<file path="src/rtl/tlul_sram_slave.sv">
// TL-UL slave endpoint backing a small word-addressed register memory.
// One request outstanding; illegal accesses answer with d_error.
module tlul_sram_slave #(
    parameter int                  ADDR_WIDTH   = 32,
    parameter int                  DATA_WIDTH   = 32,
    parameter int                  MASK_WIDTH   = DATA_WIDTH / 8,
    parameter int                  SIZE_WIDTH   = 3,
    parameter int                  SRC_WIDTH    = 2,
    parameter int                  SINK_WIDTH   = 1,
    parameter int                  OPCODE_WIDTH = 3,
    parameter int                  PARAM_WIDTH  = 3,
    parameter logic [ADDR_WIDTH-1:0] BASE_ADDR  = 32'h0000_1000,
    parameter int                  MEM_WORDS    = 16,
    parameter int                  RESP_LATENCY = 2
) (
    input  logic                    clk_24,
    input  logic                    reset_n,
    input  logic                    a_valid,
    output logic                    a_ready,
    input  logic [OPCODE_WIDTH-1:0] a_opcode,
    input  logic [PARAM_WIDTH-1:0]  a_param,
    input  logic [SIZE_WIDTH-1:0]   a_size,
    input  logic [SRC_WIDTH-1:0]    a_source,
    input  logic [ADDR_WIDTH-1:0]   a_address,
    input  logic [MASK_WIDTH-1:0]   a_mask,
    input  logic [DATA_WIDTH-1:0]   a_data,
    output logic                    d_valid,
    input  logic                    d_ready,
    output logic [OPCODE_WIDTH-1:0] d_opcode,
    output logic [PARAM_WIDTH-1:0]  d_param,
    output logic [SIZE_WIDTH-1:0]   d_size,
    output logic [SRC_WIDTH-1:0]    d_source,
    output logic [SINK_WIDTH-1:0]   d_sink,
    output logic [DATA_WIDTH-1:0]   d_data,
    output logic                    d_error
);

    localparam int OFF_W = $clog2(MASK_WIDTH);
    localparam int IDX_W = $clog2(MEM_WORDS);

    localparam logic [ADDR_WIDTH:0] LO_ADDR = {1'b0, BASE_ADDR};
    localparam logic [ADDR_WIDTH:0] HI_ADDR =
        LO_ADDR + (ADDR_WIDTH+1)'(MEM_WORDS * MASK_WIDTH);

    localparam logic [3:0] CNT_LOAD =
        (RESP_LATENCY > 0) ? 4'(RESP_LATENCY - 1) : 4'd0;

    localparam logic [OPCODE_WIDTH-1:0] OP_PUT_FULL = OPCODE_WIDTH'(0);
    localparam logic [OPCODE_WIDTH-1:0] OP_PUT_PART = OPCODE_WIDTH'(1);
    localparam logic [OPCODE_WIDTH-1:0] OP_GET      = OPCODE_WIDTH'(4);
    localparam logic [OPCODE_WIDTH-1:0] OP_ACK      = OPCODE_WIDTH'(0);
    localparam logic [OPCODE_WIDTH-1:0] OP_ACK_DATA = OPCODE_WIDTH'(1);

    typedef enum logic [1:0] {
        ST_IDLE,
        ST_WAIT,
        ST_RESP
    } state_e;

    state_e                  state_q, state_d;
    logic [3:0]              cnt_q, cnt_d;
    logic [OPCODE_WIDTH-1:0] d_opcode_q, d_opcode_d;
    logic [SIZE_WIDTH-1:0]   d_size_q, d_size_d;
    logic [SRC_WIDTH-1:0]    d_source_q, d_source_d;
    logic [DATA_WIDTH-1:0]   d_data_q, d_data_d;
    logic                    d_error_q, d_error_d;
    logic [DATA_WIDTH-1:0]   mem_q [MEM_WORDS];
    logic [DATA_WIDTH-1:0]   mem_d [MEM_WORDS];

    logic [ADDR_WIDTH:0]     addr_ext;
    logic [ADDR_WIDTH-1:0]   align_mask;
    logic [ADDR_WIDTH-1:0]   offset;
    logic [IDX_W-1:0]        idx;
    logic                    in_range;
    logic                    aligned;
    logic                    size_ok;
    logic                    op_get;
    logic                    op_put;
    logic                    legal;
    logic                    accept;
    logic                    unused_ok;

    assign addr_ext   = {1'b0, a_address};
    assign in_range   = (addr_ext >= LO_ADDR) && (addr_ext < HI_ADDR);
    assign align_mask = ~({ADDR_WIDTH{1'b1}} << a_size);
    assign aligned    = (a_address & align_mask) == '0;
    assign size_ok    = a_size <= SIZE_WIDTH'(OFF_W);
    assign op_get     = a_opcode == OP_GET;
    assign op_put     = (a_opcode == OP_PUT_FULL) || (a_opcode == OP_PUT_PART);
    assign legal      = in_range && aligned && size_ok && (op_get || op_put);
    assign offset     = a_address - BASE_ADDR;
    assign idx        = offset[OFF_W +: IDX_W];
    assign unused_ok  = ^{a_param, offset};

    // Handshake outputs decode the state register only.
    assign a_ready  = state_q == ST_IDLE;
    assign accept   = a_valid && a_ready;
    assign d_valid  = state_q == ST_RESP;
    assign d_opcode = d_opcode_q;
    assign d_param  = '0;
    assign d_size   = d_size_q;
    assign d_source = d_source_q;
    assign d_sink   = '0;
    assign d_data   = d_data_q;
    assign d_error  = d_error_q;

    always_comb begin
        state_d    = state_q;
        cnt_d      = cnt_q;
        d_opcode_d = d_opcode_q;
        d_size_d   = d_size_q;
        d_source_d = d_source_q;
        d_data_d   = d_data_q;
        d_error_d  = d_error_q;
        mem_d      = mem_q;
        unique case (state_q)
            ST_IDLE: begin
                if (accept) begin
                    d_opcode_d = op_get ? OP_ACK_DATA : OP_ACK;
                    d_size_d   = a_size;
                    d_source_d = a_source;
                    d_error_d  = !legal;
                    d_data_d   = (legal && op_get) ? mem_q[idx] : '0;
                    if (legal && op_put) begin
                        for (int b = 0; b < MASK_WIDTH; b++) begin
                            if (a_mask[b]) begin
                                mem_d[idx][8*b +: 8] = a_data[8*b +: 8];
                            end
                        end
                    end
                    if (RESP_LATENCY > 0) begin
                        state_d = ST_WAIT;
                        cnt_d   = CNT_LOAD;
                    end else begin
                        state_d = ST_RESP;
                    end
                end
            end
            ST_WAIT: begin
                if (cnt_q == 4'd0) begin
                    state_d = ST_RESP;
                end else begin
                    cnt_d = cnt_q - 4'd1;
                end
            end
            ST_RESP: begin
                if (d_ready) begin
                    state_d = ST_IDLE;
                end
            end
            default: begin
                state_d = ST_IDLE;
            end
        endcase
    end

    always_ff @(posedge clk_24 or negedge reset_n) begin
        if (!reset_n) begin
            state_q    <= ST_IDLE;
            cnt_q      <= 4'd0;
            d_opcode_q <= '0;
            d_size_q   <= '0;
            d_source_q <= '0;
            d_data_q   <= '0;
            d_error_q  <= 1'b0;
            for (int i = 0; i < MEM_WORDS; i++) begin
                mem_q[i] <= '0;
            end
        end else begin
            state_q    <= state_d;
            cnt_q      <= cnt_d;
            d_opcode_q <= d_opcode_d;
            d_size_q   <= d_size_d;
            d_source_q <= d_source_d;
            d_data_q   <= d_data_d;
            d_error_q  <= d_error_d;
            for (int i = 0; i < MEM_WORDS; i++) begin
                mem_q[i] <= mem_d[i];
            end
        end
    end

endmodule
</file>
<file path="config.mk">
export PLATFORM = sky130hd
export DESIGN_NAME = tlul_sram_slave
export DESIGN_NICKNAME = d
export VERILOG_FILES = /design/src/rtl/tlul_sram_slave.sv
export SDC_FILE = /design/constraint.sdc
export NUM_CORES = 1
export LEC_CHECK = 0
export CELL_PAD_IN_SITES_DETAIL_PLACEMENT = 1
export CELL_PAD_IN_SITES_GLOBAL_PLACEMENT = 1
export CORE_AREA = 3 3 250 252
export DETAILED_ROUTE_END_ITERATION = 8
export DIE_AREA = 0 0 253 255
export GPL_TIMING_DRIVEN = 0
export HOLD_SLACK_MARGIN = 0.05
export PLACE_DENSITY = 0.76
export SETUP_SLACK_MARGIN = 0.15
export SLEW_MARGIN = 25
export SYNTH_ARGS = -nofsm -noshare
export SYNTH_HDL_FRONTEND = slang
export SYNTH_SLANG_ARGS = --single-unit
</file>
<file path="constraint.sdc">
create_clock -name clk_24 -period 3.5 [get_ports clk_24]
set_input_delay 0.7 -clock clk_24 [delete_from_list [all_inputs] [get_ports clk_24]]
set_output_delay 0.7 -clock clk_24 [all_outputs]
set_load 0.01 [all_outputs]
</file>
==> results.cfg <==
[status]
status = finished clean

[clocking]
numCtsBuffers = 58
insertion_delay_ns = 0.63
cts_buffer_depth = 3
h-tree-depth = 2
clk_pin_slew_ns = 0.06
cts_tree = built
cts_sinks = 557
cts_root_buffer = clkbuf_16

[timing]
setup_tns_ns = 0
fin_crit_ns = 3.46
worstMarginPinSlew_ns = 1.12
hold_violations = 0
finClkSkew_ns = 0.0246
setup_viol = 0
holdWs_ns = 0.488
rsz0062_at_grt = true
layout_setup_ws_ns = 0.0442
drv_slew = 0
fmax_mhz = 289
slew_headroom_pct = 24.2
fin_crit_sh_pct = 98.7

[grt]
antenna_found_initial = 2
grt_start_max_net_pins = 89
grt_pass1_vias = 20000
grt_pass1_wl_mm = 126
grt_usage_pct = 26.0
grt_overflow_total = 0

[pwr]
p_leak_uw = 0.0153
power.density_mw_per_mm2 = 452
vdd_drop_max_mv = 0.340

[hold_path]
hold_class = reg2reg
hold_depth = 1
hold_end = mem_q[97]$_DFFE_PN0P_
hold_start = mem_q[97]$_DFFE_PN0P_

[floorplan]
initial_core_util_pct = 44.9
core-area_mm2 = 0.0604
die_y_um = 255
die_w_um = 253
io_pins = 130
dieArea_mm2 = 0.0645
rows = 90

[job]
max-cap-violations = 0

[synth]
async_reset_ff_share_pct = 100
synth_compound_area_share_pct = 5.28
synthAdderAreaFrac_pct = 0.0923
synth-simple-area-share_pct = 8.60
synth-seq-cells = 557
synthXorXnorAreaFrac_pct = 0.0646
synth.yosys.seq_area_share_pct = 51.4
synth_area_mm2 = 0.0271
synth_top_family_by_area = multiplexers
avgSynthCellArea_um2 = 13.9
synth_edf_count = 0
synth_ff_type = dfrtp_1
ys_types = 49
synth_mux_area_share_pct = 31.7
syn_inst = 1953
yosysWarnings = 0

[cells_and_area]
drive_above_1_share_pct = 36.1
syn_to_final_growth_pct = 17.3
fin_nets = 2249
final_area_mm2 = 0.0318
final_util_pct = 52.7
num_antenna_cells = 0

[critical_path]
rr_startpoint = state_q[0]$_DFFE_PN0P_
cp_max_fo = 10
cp-end-kind = flop
r2r_slack_ns = 0.24
path_class = in2reg
worstRegToRegCells = 6
critPathRequiredTime_ns = 3.96
critPathArrivalTime_ns = 3.92
reg2reg_to = mem_q[1]$_DFFE_PN0P_
crit_path_start_kind = input port

[place]
placedInstanceArea_mm2 = 0.0295
dp_hpwl_mm = 56.3
preCtsSetupSlack_ns = -0.891
port_buffers = 116
gp_congestion = 0.894

[route]
drcViolationCount = 0
routedWlPerCell_um = 28.2
drt_iter0_markers = 1362
ant_nets = 0
wirelength_mm = 84.5
routed-via-count = 18200
via_per_inst = 6.06
detail_route.first_pass.iterations = 7
-- cell type report --
cell class,instances,area [µm²]
tap,782,978
multi-input combinational,1230,12500
buffer,168,783
clock buffer,90,1770
clock inverter,18,244
fill,5891,28600
inverter,3,11.3
sequential,557,13900
timing repair buffer,146,1620
-- synth_stat cells, drive strengths merged (5+ instances only) --
library cell	n	area share (%)
mux2i	193	7.1
clkbuf	120	1.7
buf	48	1.1
nor4	86	4.8
a22oi	32	0.89
a311oi	32	1.0
nand2	99	1.4
nor2b	35	0.81
o22ai	64	1.5
nor4b	5	0.18
a41oi	32	1.0
mux4	32	2.7
nor2	6	0.083
or4	16	0.44
mux2	518	22
o21ai	32	0.59
dfrtp	557	51
-- report_power, final --
part           switching [µW]  internal, µW  leakage, µW
registers                53.9          6510      0.00776
clock network            2600          3890     0.000996
logic                     891           441      0.00653
-- cell usage in the layout (no fill, tap or decap), types with 5 or more instances in the layout --
| cell | netlist | final |
|---|---|---|
| a22oi_1 | 32 | 32 |
| a311oi_1 | 32 | 32 |
| a41oi_1 | 32 | 32 |
| buf_12 | 0 | 7 |
| buf_16 | 0 | 6 |
| buf_2 | 21 | 23 |
| buf_4 | 14 | 25 |
| buf_6 | 3 | 9 |
| bufinv_16 | 0 | 6 |
| clkbuf_1 | 120 | 119 |
| clkbuf_16 | 0 | 61 |
| clkbuf_2 | 0 | 18 |
| clkbuf_8 | 0 | 13 |
| clkdlybuf4s50_1 | 0 | 115 |
| clkinv_2 | 0 | 11 |
| conb_1 | 1 | 6 |
| dfrtp_1 | 557 | 557 |
| mux2_2 | 482 | 482 |
| mux2_4 | 32 | 32 |
| mux2i_1 | 193 | 193 |
| mux4_2 | 32 | 32 |
| nand2_1 | 99 | 99 |
| nor2_1 | 6 | 6 |
| nor2b_1 | 35 | 35 |
| nor4_1 | 33 | 33 |
| nor4_2 | 5 | 5 |
| nor4_4 | 48 | 48 |
| o21ai_0 | 32 | 32 |
| o22ai_1 | 64 | 64 |
| or4_1 | 16 | 16 |
-- worst max-delay path by stage --
stage                        startpoint                      to  slack, ns  depth (start not counted)
after floorplan           a_address[27]  mem_q[418]$_DFFE_PN0P_       0.82                          6
after global placement          reset_n  mem_q[434]$_DFFE_PN0P_     -22.10                          1
after detailed placement   a_address[4]  d_data[21]$_DFFE_PN0P_      -0.89                          9
after CTS                  a_address[4]  d_data[21]$_DFFE_PN0P_       0.13                          9
after global routing       a_address[4]  d_data[21]$_DFFE_PN0P_       0.03                          9
final                      a_address[4]  d_data[21]$_DFFE_PN0P_       0.04                          9
-- stage by stage --
stage	total power, µW	instances
2_1_floorplan	7280	1958
3_3_place_gp	7930	2856
3_5_place_dp	7990	2868
4_1_cts	14500	2978
5_1_grt	14900	2994
6_report	14400	2994
-- state kept, by name, summed over array words and instances, names as in the netlist --
register and flops:
d_size 3, state_q 2, cnt_q 4, d_error 1, d_data 32, d_opcode 1
mem_q 512, d_source 2
-- repair_timing --
action                                 4_1_cts  5_1_grt
endpoints found under the hold margin       54        0
setup endpoints to repair                   40      136
gates resized for setup                     14       20
buffers inserted                             1       13
hold buffers                                 1        0
pin swaps                                    1       14
-- worst max-delay path, cell delays in order --
cell and delay (ns):
clkdlybuf4s50_1 0.74, clkbuf_1 0.35, clkbuf_2 0.38, and2_1 0.17, clkbuf_1 0.45, clkbuf_2 0.53, a22oi_1 0.24, o21ai_0 0.19
a311oi_1 0.16
-- routing by layer --
metal	GRT usage [%]	routed length (µm)	vias to the layer above
met5	0	27	-
met2	43.4	40900	594
met4	10.2	2690	4
met1	33.5	35800	9634
li1	-	-	7754
met3	5.13	5110	169
-- cells by family (layout without fill, tap and decap cells) --
group | Yosys count | after routing
xor+xnor | 2 | 2
buf+inv | 171 | 425
flops | 557 | 557
compound gates | 200 | 200
fa+ha+maj | 2 | 2
other cells | 1 | 6
mux | 743 | 743
simple gates | 277 | 277
Note: power is estimated with default switching activity, not from simulation.
